==> config.mk <==
export PLATFORM = sky130hd
export DESIGN_NAME = load_store_unit
export DESIGN_NICKNAME = d
export VERILOG_FILES = /design/src/rtl/rv_lsu_pkg.sv /design/src/rtl/lsu_lane_align.sv /design/src/rtl/load_store_unit.sv
export SDC_FILE = /design/constraint.sdc
export NUM_CORES = 1
export LEC_CHECK = 0
export ABC_CLOCK_PERIOD_IN_PS = 2200
export CAP_MARGIN = 15
export CORE_ASPECT_RATIO = 2
export CORE_MARGIN = 1.5
export CORE_UTILIZATION = 44
export DETAILED_ROUTE_END_ITERATION = 8
export PLACE_DENSITY = 0.79
export SYNTH_ARGS = -nofsm -noshare
export SYNTH_HDL_FRONTEND = slang
export SYNTH_SLANG_ARGS = --single-unit
==> constraint.sdc <==
create_clock -name CLK -period 2.2 [get_ports CLK]
set_input_delay 0.22 -clock CLK [delete_from_list [all_inputs] [get_ports CLK]]
set_output_delay 0.22 -clock CLK [all_outputs]
set_load 0.05 [all_outputs]
==> src/rtl/rv_lsu_pkg.sv <==
// Shared definitions for the load/store unit: funct3 codes, FSM states and
// the request legality check.
package rv_lsu_pkg;

    localparam logic [2:0] F3_B  = 3'b000;
    localparam logic [2:0] F3_H  = 3'b001;
    localparam logic [2:0] F3_W  = 3'b010;
    localparam logic [2:0] F3_BU = 3'b100;
    localparam logic [2:0] F3_HU = 3'b101;

    typedef enum logic [1:0] {
        S_IDLE,
        S_ACCESS,
        S_WRITE,
        S_RESP
    } lsu_state_e;

    typedef enum logic [1:0] {
        ERR_NONE,
        ERR_MISALIGN,
        ERR_RANGE,
        ERR_FUNCT3
    } lsu_err_e;

    // Classifies a request; funct3 legality is checked first so alignment
    // rules are only applied to sizes that actually exist.
    function automatic lsu_err_e lsu_check_req(input logic we, input logic [2:0] funct3,
                                               input logic [31:0] addr,
                                               input int unsigned mem_words);
        logic legal;
        legal = we ? (funct3 inside {F3_B, F3_H, F3_W})
                   : (funct3 inside {F3_B, F3_H, F3_W, F3_BU, F3_HU});
        if (!legal)
            return ERR_FUNCT3;
        if (((funct3 == F3_H || funct3 == F3_HU) && addr[0]) ||
            (funct3 == F3_W && addr[1:0] != 2'b00))
            return ERR_MISALIGN;
        if ({2'b00, addr[31:2]} >= 32'(mem_words))
            return ERR_RANGE;
        return ERR_NONE;
    endfunction

endpackage

==> src/rtl/lsu_lane_align.sv <==
// Combinational byte-lane steering: load extract/extend and sub-word store
// merge into the current memory word (little-endian lanes).
module lsu_lane_align
    import rv_lsu_pkg::*;
(
    input  logic [2:0]  funct3,
    input  logic [1:0]  offset,
    input  logic [31:0] word,
    input  logic [15:0] wdata,
    output logic [31:0] load_data,
    output logic [31:0] store_word
);

    logic [7:0]  byte_v;
    logic [15:0] half_v;

    always_comb begin
        byte_v = word[{offset, 3'b000} +: 8];
        half_v = offset[1] ? word[31:16] : word[15:0];

        load_data = word;
        case (funct3)
            F3_B:    load_data = {{24{byte_v[7]}}, byte_v};
            F3_BU:   load_data = {24'h000000, byte_v};
            F3_H:    load_data = {{16{half_v[15]}}, half_v};
            F3_HU:   load_data = {16'h0000, half_v};
            default: load_data = word;
        endcase

        store_word = word;
        case (funct3)
            F3_B:    store_word[{offset, 3'b000} +: 8]     = wdata[7:0];
            F3_H:    store_word[{offset[1], 4'b0000} +: 16] = wdata;
            default: store_word = word;
        endcase
    end

endmodule

==> src/rtl/load_store_unit.sv <==
// Load/store unit: turns RISC-V byte/half/word requests into single-word
// memory accesses, using read-modify-write for sub-word stores.
module load_store_unit
    import rv_lsu_pkg::*;
#(
    parameter int unsigned MEM_WORDS = 32
) (
    input  logic        CLK,
    input  logic        RST,
    input  logic        req_valid,
    output logic        req_ready,
    input  logic        req_we,
    input  logic [2:0]  req_funct3,
    input  logic [31:0] req_addr,
    input  logic [31:0] req_wdata,
    output logic        resp_valid,
    input  logic        resp_ready,
    output logic [31:0] resp_rdata,
    output logic        resp_err,
    output logic [31:0] mem_addr,
    output logic        mem_we,
    output logic [31:0] mem_wdata,
    input  logic [31:0] mem_rdata
);

    lsu_state_e  state_q;
    logic        we_q;
    logic [2:0]  funct3_q;
    logic [31:0] addr_q;
    logic [31:0] wdata_q;
    logic [31:0] merge_q;
    logic [31:0] rdata_q;
    logic        err_q;

    lsu_err_e    err_d;
    logic [31:0] load_data;
    logic [31:0] store_word;

    assign err_d = lsu_check_req(req_we, req_funct3, req_addr, MEM_WORDS);

    lsu_lane_align u_align (
        .funct3     (funct3_q),
        .offset     (addr_q[1:0]),
        .word       (mem_rdata),
        .wdata      (wdata_q[15:0]),
        .load_data  (load_data),
        .store_word (store_word)
    );

    always_ff @(posedge CLK or negedge RST) begin
        if (!RST) begin
            state_q  <= S_IDLE;
            we_q     <= 1'b0;
            funct3_q <= 3'b000;
            addr_q   <= 32'h0;
            wdata_q  <= 32'h0;
            merge_q  <= 32'h0;
            rdata_q  <= 32'h0;
            err_q    <= 1'b0;
        end else begin
            case (state_q)
                S_IDLE: begin
                    if (req_valid) begin
                        we_q     <= req_we;
                        funct3_q <= req_funct3;
                        addr_q   <= req_addr;
                        wdata_q  <= req_wdata;
                        rdata_q  <= 32'h0;
                        err_q    <= (err_d != ERR_NONE);
                        state_q  <= (err_d != ERR_NONE) ? S_RESP : S_ACCESS;
                    end
                end
                S_ACCESS: begin
                    if (!we_q) begin
                        rdata_q <= load_data;
                        state_q <= S_RESP;
                    end else if (funct3_q == F3_W) begin
                        state_q <= S_RESP;
                    end else begin
                        merge_q <= store_word;
                        state_q <= S_WRITE;
                    end
                end
                S_WRITE: state_q <= S_RESP;
                S_RESP: begin
                    if (resp_ready)
                        state_q <= S_IDLE;
                end
                default: state_q <= S_IDLE;
            endcase
        end
    end

    // Outputs decode state plus registered request only, so an async reset
    // drops mem_we in the same instant it returns the FSM to IDLE.
    assign req_ready  = (state_q == S_IDLE);
    assign resp_valid = (state_q == S_RESP);
    assign resp_rdata = rdata_q;
    assign resp_err   = err_q;
    assign mem_addr   = {2'b00, addr_q[31:2]};
    assign mem_we     = (state_q == S_WRITE) ||
                        (state_q == S_ACCESS && we_q && funct3_q == F3_W);
    assign mem_wdata  = (state_q == S_WRITE) ? merge_q : wdata_q;

endmodule

== Word-level counts from Yosys, hierarchy flattened ==
Cells that the tools add are included.
W data, S select, Z words.
Operators by class
  shift-type cells: 5
  multiplexer cells: 27
  bitwise logic cells: 1
  eq/ne operators: 14
  reduce and logical (&&, ||, !) cells: 19
  order comparisons: 1
  add/subtract/negate cells: 2
Operator list (count)
  $pmux W32 S2: 2
  $pmux W32 S4: 1
  $mux W32: 3
  $bwmux W32: 2
  $shift A16 B7 Y32 const A: 1
  $shift A8 B7 Y32 const A: 1
  $shiftx A16 B7 Y32: 1
  $shiftx A32 B6 Y8: 1
  $shiftx A8 B7 Y32: 1
  $ge A30 B6 Y1 const B: 1
  $mux W2: 9
  $mux W16: 1
  $neg A5 Y7: 2
  $eq A3 B3 Y1 const B: 4
  $mux W1: 8
  $pmux W2 S4: 1
  $eq A3 B1 Y1 const B: 2
  $eq A3 B2 Y1 const B: 2
  $logic_not A3 Y1: 2
  $reduce_and A3 Y1: 2
  $reduce_bool A2 Y1: 3
  $reduce_bool A5 Y1: 1
  $eq A2 B2 Y1 const B: 2
  $logic_and A1 B1 Y1: 4
  8 further kinds: 12
Storage, ports and cells
  output and inout bits: 100
  register bits: 135
  word-level logic and storage cells: 77

== Depth between registers and ports, before layout ==
  depth after elaboration: 15
  gate-level depth with buffers: 9

== Hierarchy ==
From an unflattened synthesis, not the netlist that was laid out.
Second synthesis, totals
  cell total of the unflattened synthesis: 649
  area total of the unflattened synthesis: 7193.1 µm²
Modules (own cells, without submodules)
  load_store_unit: times used 1, area an instance 5925.7 µm², cells an instance 463
  lsu_lane_align: times used 1, area an instance 1267.5 µm², cells an instance 186

== Worst setup path after synthesis ==
No wires, ideal clock.
  path kind: register to register
  from: register addr_q[1]
  to: register merge_q[30]
  setup slack: 0.028 ns
  data arrival time: 2.089 ns
  setup time: 0.083 ns
  stages on the path, launching flop included: 10
  clock period less this slack: 2.172 ns
  buffers on the path: 3
  cell sequence: dfrtp_1 buf_6 clkbuf_1 inv_1 ha_1 nor4bb_1 buf_1 a22o_1 a222oi_1 o21ai_0
Between the ends
  word-level cells in the longest chain between the ends: 4
RTL lines
  start, declared: line load_store_unit.sv:29  | logic [31:0] addr_q;
  start signal, assigned: line load_store_unit.sv:66  | addr_q <= req_addr;
  $neg A5 Y7, on equally long branches: line lsu_lane_align.sv:33, lsu_lane_align.sv:32
  $shiftx A16 B7 Y32, or another cell as far along: line lsu_lane_align.sv:33  | F3_H: store_word[{offset[1], 4'b0000} +: 16] = wdata;
  $bwmux W32, on equally long branches: line lsu_lane_align.sv:33, lsu_lane_align.sv:32
  $pmux W32 S2 *: line lsu_lane_align.sv:31  | case (funct3)
  end signal, assigned: line load_store_unit.sv:80  | merge_q <= store_word;
  end, declared: line load_store_unit.sv:31  | logic [31:0] merge_q;
Mark *: on every way between the ends. The rest lies on a longest branch, timed or not.
A chain may end at the register's enable or synchronous reset.

== Worst setup path in the final report ==
  from: register state_q[0]
  to: output mem_wdata[13]
Between the ends
  word-level cells in the longest chain between the ends: 2
RTL lines
  start, declared: line load_store_unit.sv:26  | lsu_state_e state_q;
  start signal, assigned: line load_store_unit.sv:70  | state_q <= (err_d != ERR_NONE) ? S_RESP : S_ACCESS;
  $eq A2 B2 Y1: line load_store_unit.sv:103  | assign mem_wdata = (state_q == S_WRITE) ? merge_q : wdata_q;
  $mux W32: line load_store_unit.sv:103
  end, declared: line load_store_unit.sv:22  | output logic [31:0] mem_wdata,
Every way passes these cells.

==> summary.md <==
| Metric | Value |
|---|---|
| Critical path cell sequence | `inv_1 > ha_4 > clkbuf_16 > mux2_2 > buf_12` |
| Clock Power Share | `14.0%` |
| Clk buf depth | `2` |
| Crit path arrival time | `1.91 ns` |
| # rows | `65` |
| Post-DP HPWL | `17100 µm` |
| Pleak | `0.00421 µW` |
| Tmin final | `2.13 ns` |
| Share of flip-flops with an asynchronous set or reset | `100%` |
| Period utilization | `97.0%` |
| Mapped Cells | `600` |
| Hold crit path type | `input port to asynchronous set/reset pin` |
| Fmax | `469 MHz` |
| Avg Synthesized Cell Area | `11.8 µm²` |
| CORE AREA | `15800 µm²` |
| Max Slew Vio Count | `0` |
| # nets final | `893` |
| Setup_tns | `0 ns` |
| Sequential area share after synthesis | `47.6%` |
| Post-DR vias/cell | `5.98` |
| Post-Route WL | `22800 µm` |
| Global-route wire length before repair | `35000 µm` |
| Via count | `5933` |
| Register bit count reported by yosys | `135` |
| Post-synth top area cell | `dfrtp_1` |
| CTS tree | `built` |
| Max capacitance violation total | `0` |
| Clock latency on the worst-skew pair | `0.42 ns` |
| Die H | `183 µm` |
| Number of flops mapped to enable cells by yosys | `0` |
| Routability cong. | `0.995` |
| Peak VDD IR | `1480 µV` |
| DR pass1 iterations | `8` |
| N_diodes | `0` |
| Synthesized area | `7090 µm²` |
| NetSw | `9070 µW` |
| P per Cell Area | `1940 nW/µm²` |
| Main synth FF type | `dfrtp_1` |
| Layout area overhead | `43.2%` |
| Relative slew slack | `30.3%` |
| Reg power frac | `23.9%` |
| Power, Total | `19700 µW` |
| Final ANT Viol Nets | `0` |
| Critical path type | `flop to output port` |
| Cell variety after synth | `62` |
| Clk_skew | `0.00796 ns` |
| Initial antenna violation count | `0` |
| H-tree depth | `4` |
| Total congestion overflow | `0` |
| Die Footprint | `16900 µm²` |
| WP data required | `1.98 ns` |
| Max incr delay on CP | `0.42 ns` |
| Yosys warns | `0` |
| Root buffer cell | `clkbuf_16` |
| Most common cell after layout, fill and taps aside | `clkdlybuf4s50_1` |
| Port-buffer cells | `201` |
| Vias in the first global route | `6268` |
| # clock sinks | `135` |
| Worst setup SP type | `flop` |
| RSZ-0062 raised after global routing | `no` |
| Final Hold Fails | `0` |
| CP Capture Type | `output port` |
| Critical-path top delay cell | `dfrtp_1` |
| Initial Utilization | `45.0%` |
| DRT iter0 DRCs | `547` |
| Status | `finished clean` |
| Worst-path fanout max | `16` |
| Sw frac | `46.0%` |
| Worst-margin pin slew | `1.03 ns` |
| Layout cells sized above 1 | `29.2%` |
| Die W | `92.8 µm` |
| Comb pwr share | `62.1%` |
| IO Count | `204` |
| Share of the synthesized area in the top cell type | `47.6%` |
| Top cells by area, synth | `dfrtp_1 (48%), mux2_2 (17%), buf_4 (3.6%)` |
| Routed WL per cell | `23.0 µm` |
| DRC | `0` |
| Leading cell types in the layout, fill and taps excluded | `clkdlybuf4s50_1 (166), dfrtp_1 (134), mux2_2 (106)` |
| Largest net degree at the start of global routing | `71` |
| Gr usage total | `27.5%` |
| Clock-pin slew on the worst setup and hold paths | `0.05 ns` |
| CTS Buf Count | `17` |
| Final setup viols | `0` |
| Design internal power | `10700 µW` |
## cell type report
class                      count  area, µm²
fill                        1227       5620
sequential                   135       3380
multi-input combinational    382       3230
timing repair buffer         233       2690
clock buffer                  21        460
tap                          201        251
clock inverter                 9        103
inverter                      11       41.3
## layer usage
metal	up-vias	wire (µm)	track usage, %
li1	2600	-	-
met1	2936	7740	28.8
met2	309	11900	47.0
met3	88	1500	6.67
met4	0	1650	19.8
met5	-	0	0
## cells by family after synthesis
family | count (synthesis) | synth area share (%)
AOI/OAI and AO/OA | 140 | 16.7
adders and majority gates | 9 | 1.59
buffers and inverters | 84 | 7.25
DFF | 135 | 47.6
muxes | 115 | 18.5
other | 1 | 0.0529
and+or+nand+nor | 116 | 8.24
## state kept, by name, summed over array words and instances, names as in the netlist
signal / flops
wdata_q: 32
we_q: 1
addr_q: 32
funct3_q: 3
merge_q: 32
state_q: 2
resp_rdata: 32
resp_err: 1
## through the flow
step	util (%)	instances	area [µm²]	setup WS (ns)	hold WS, ns
final	64.4	992	10200	0.0663	0.274
after global routing	64.4	992	10200	0.00652	0.309
after CTS	64.1	991	10100	0.0156	0.277
after detailed placement	60.4	960	9530	0.172	0.143
after global placement	60.4	960	9530	0.278	0.133
after floorplan	-	601	7100	0.0279	-0.0756
## critical path: cells and delay by family, from the launching register on
| kind | cells | cell delay (ns) |
|---|---|---|
| fa+ha+maj | 1 | 0.19 |
| buf+inv | 3 | 0.50 |
| mux | 1 | 0.38 |
| flops | 1 | 0.42 |
## power by group through the flow
stage | Clock (µW) | Combinational (µW) | Sequential (µW)
after floorplan | 0 | 7170 | 5080
after detailed placement | 0 | 12100 | 4700
after global routing | 2920 | 12700 | 4830
after global placement | 0 | 11900 | 4640
after CTS | 2800 | 12100 | 4690
final | 2760 | 12200 | 4710
## synthesized netlist by cell type, drive strengths merged, types with 2 or more instances
library cell and count:
buf 59, o22a 2, a221o 24, and2 5, o221ai 7, a21oi 5, nor3 3, a32oi 8
nor2b 4, o211ai 2, a2111oi 2, mux2 109, a222oi 8, nand2b 2, mux2i 5, nand3 3
clkbuf 14, inv 11, nand2 31, ha 9, a211oi 13, dfrtp 135, nor4bb 2, a22o 10
a221oi 17, nor4 8, o31ai 5, o21ai 29, nor2 48
## final timing paths
kind	start	endpoint	slack [ns]	depth (start not counted)
min in group CLK	req_wdata[26]	wdata_q[26]$_DFFE_PN0P_	0.41	2
min reg2reg	resp_rdata[13]$_DFFE_PN0P_	resp_rdata[13]$_DFFE_PN0P_	0.49	2
max reg2reg	funct3_q[0]$_DFFE_PN0P_	resp_rdata[0]$_DFFE_PN0P_	0.16	4
max in group asynchronous	RST	resp_rdata[16]$_DFFE_PN0P_	1.14	3
min	RST	funct3_q[1]$_DFFE_PN0P_	0.27	2
max	state_q[0]$_DFFE_PN0P_	mem_wdata[13]	0.07	5
## timing repair
item | CTS | global route
hold endpoints to repair | 35 | 0
hold buffers | 1 | 0
setup buffers | 0 | 0
gates cloned | 0 | 1
setup endpoints to repair | 1 | 22
gates resized for setup | 2 | 4
Note: power is estimated with default switching activity, not from simulation.
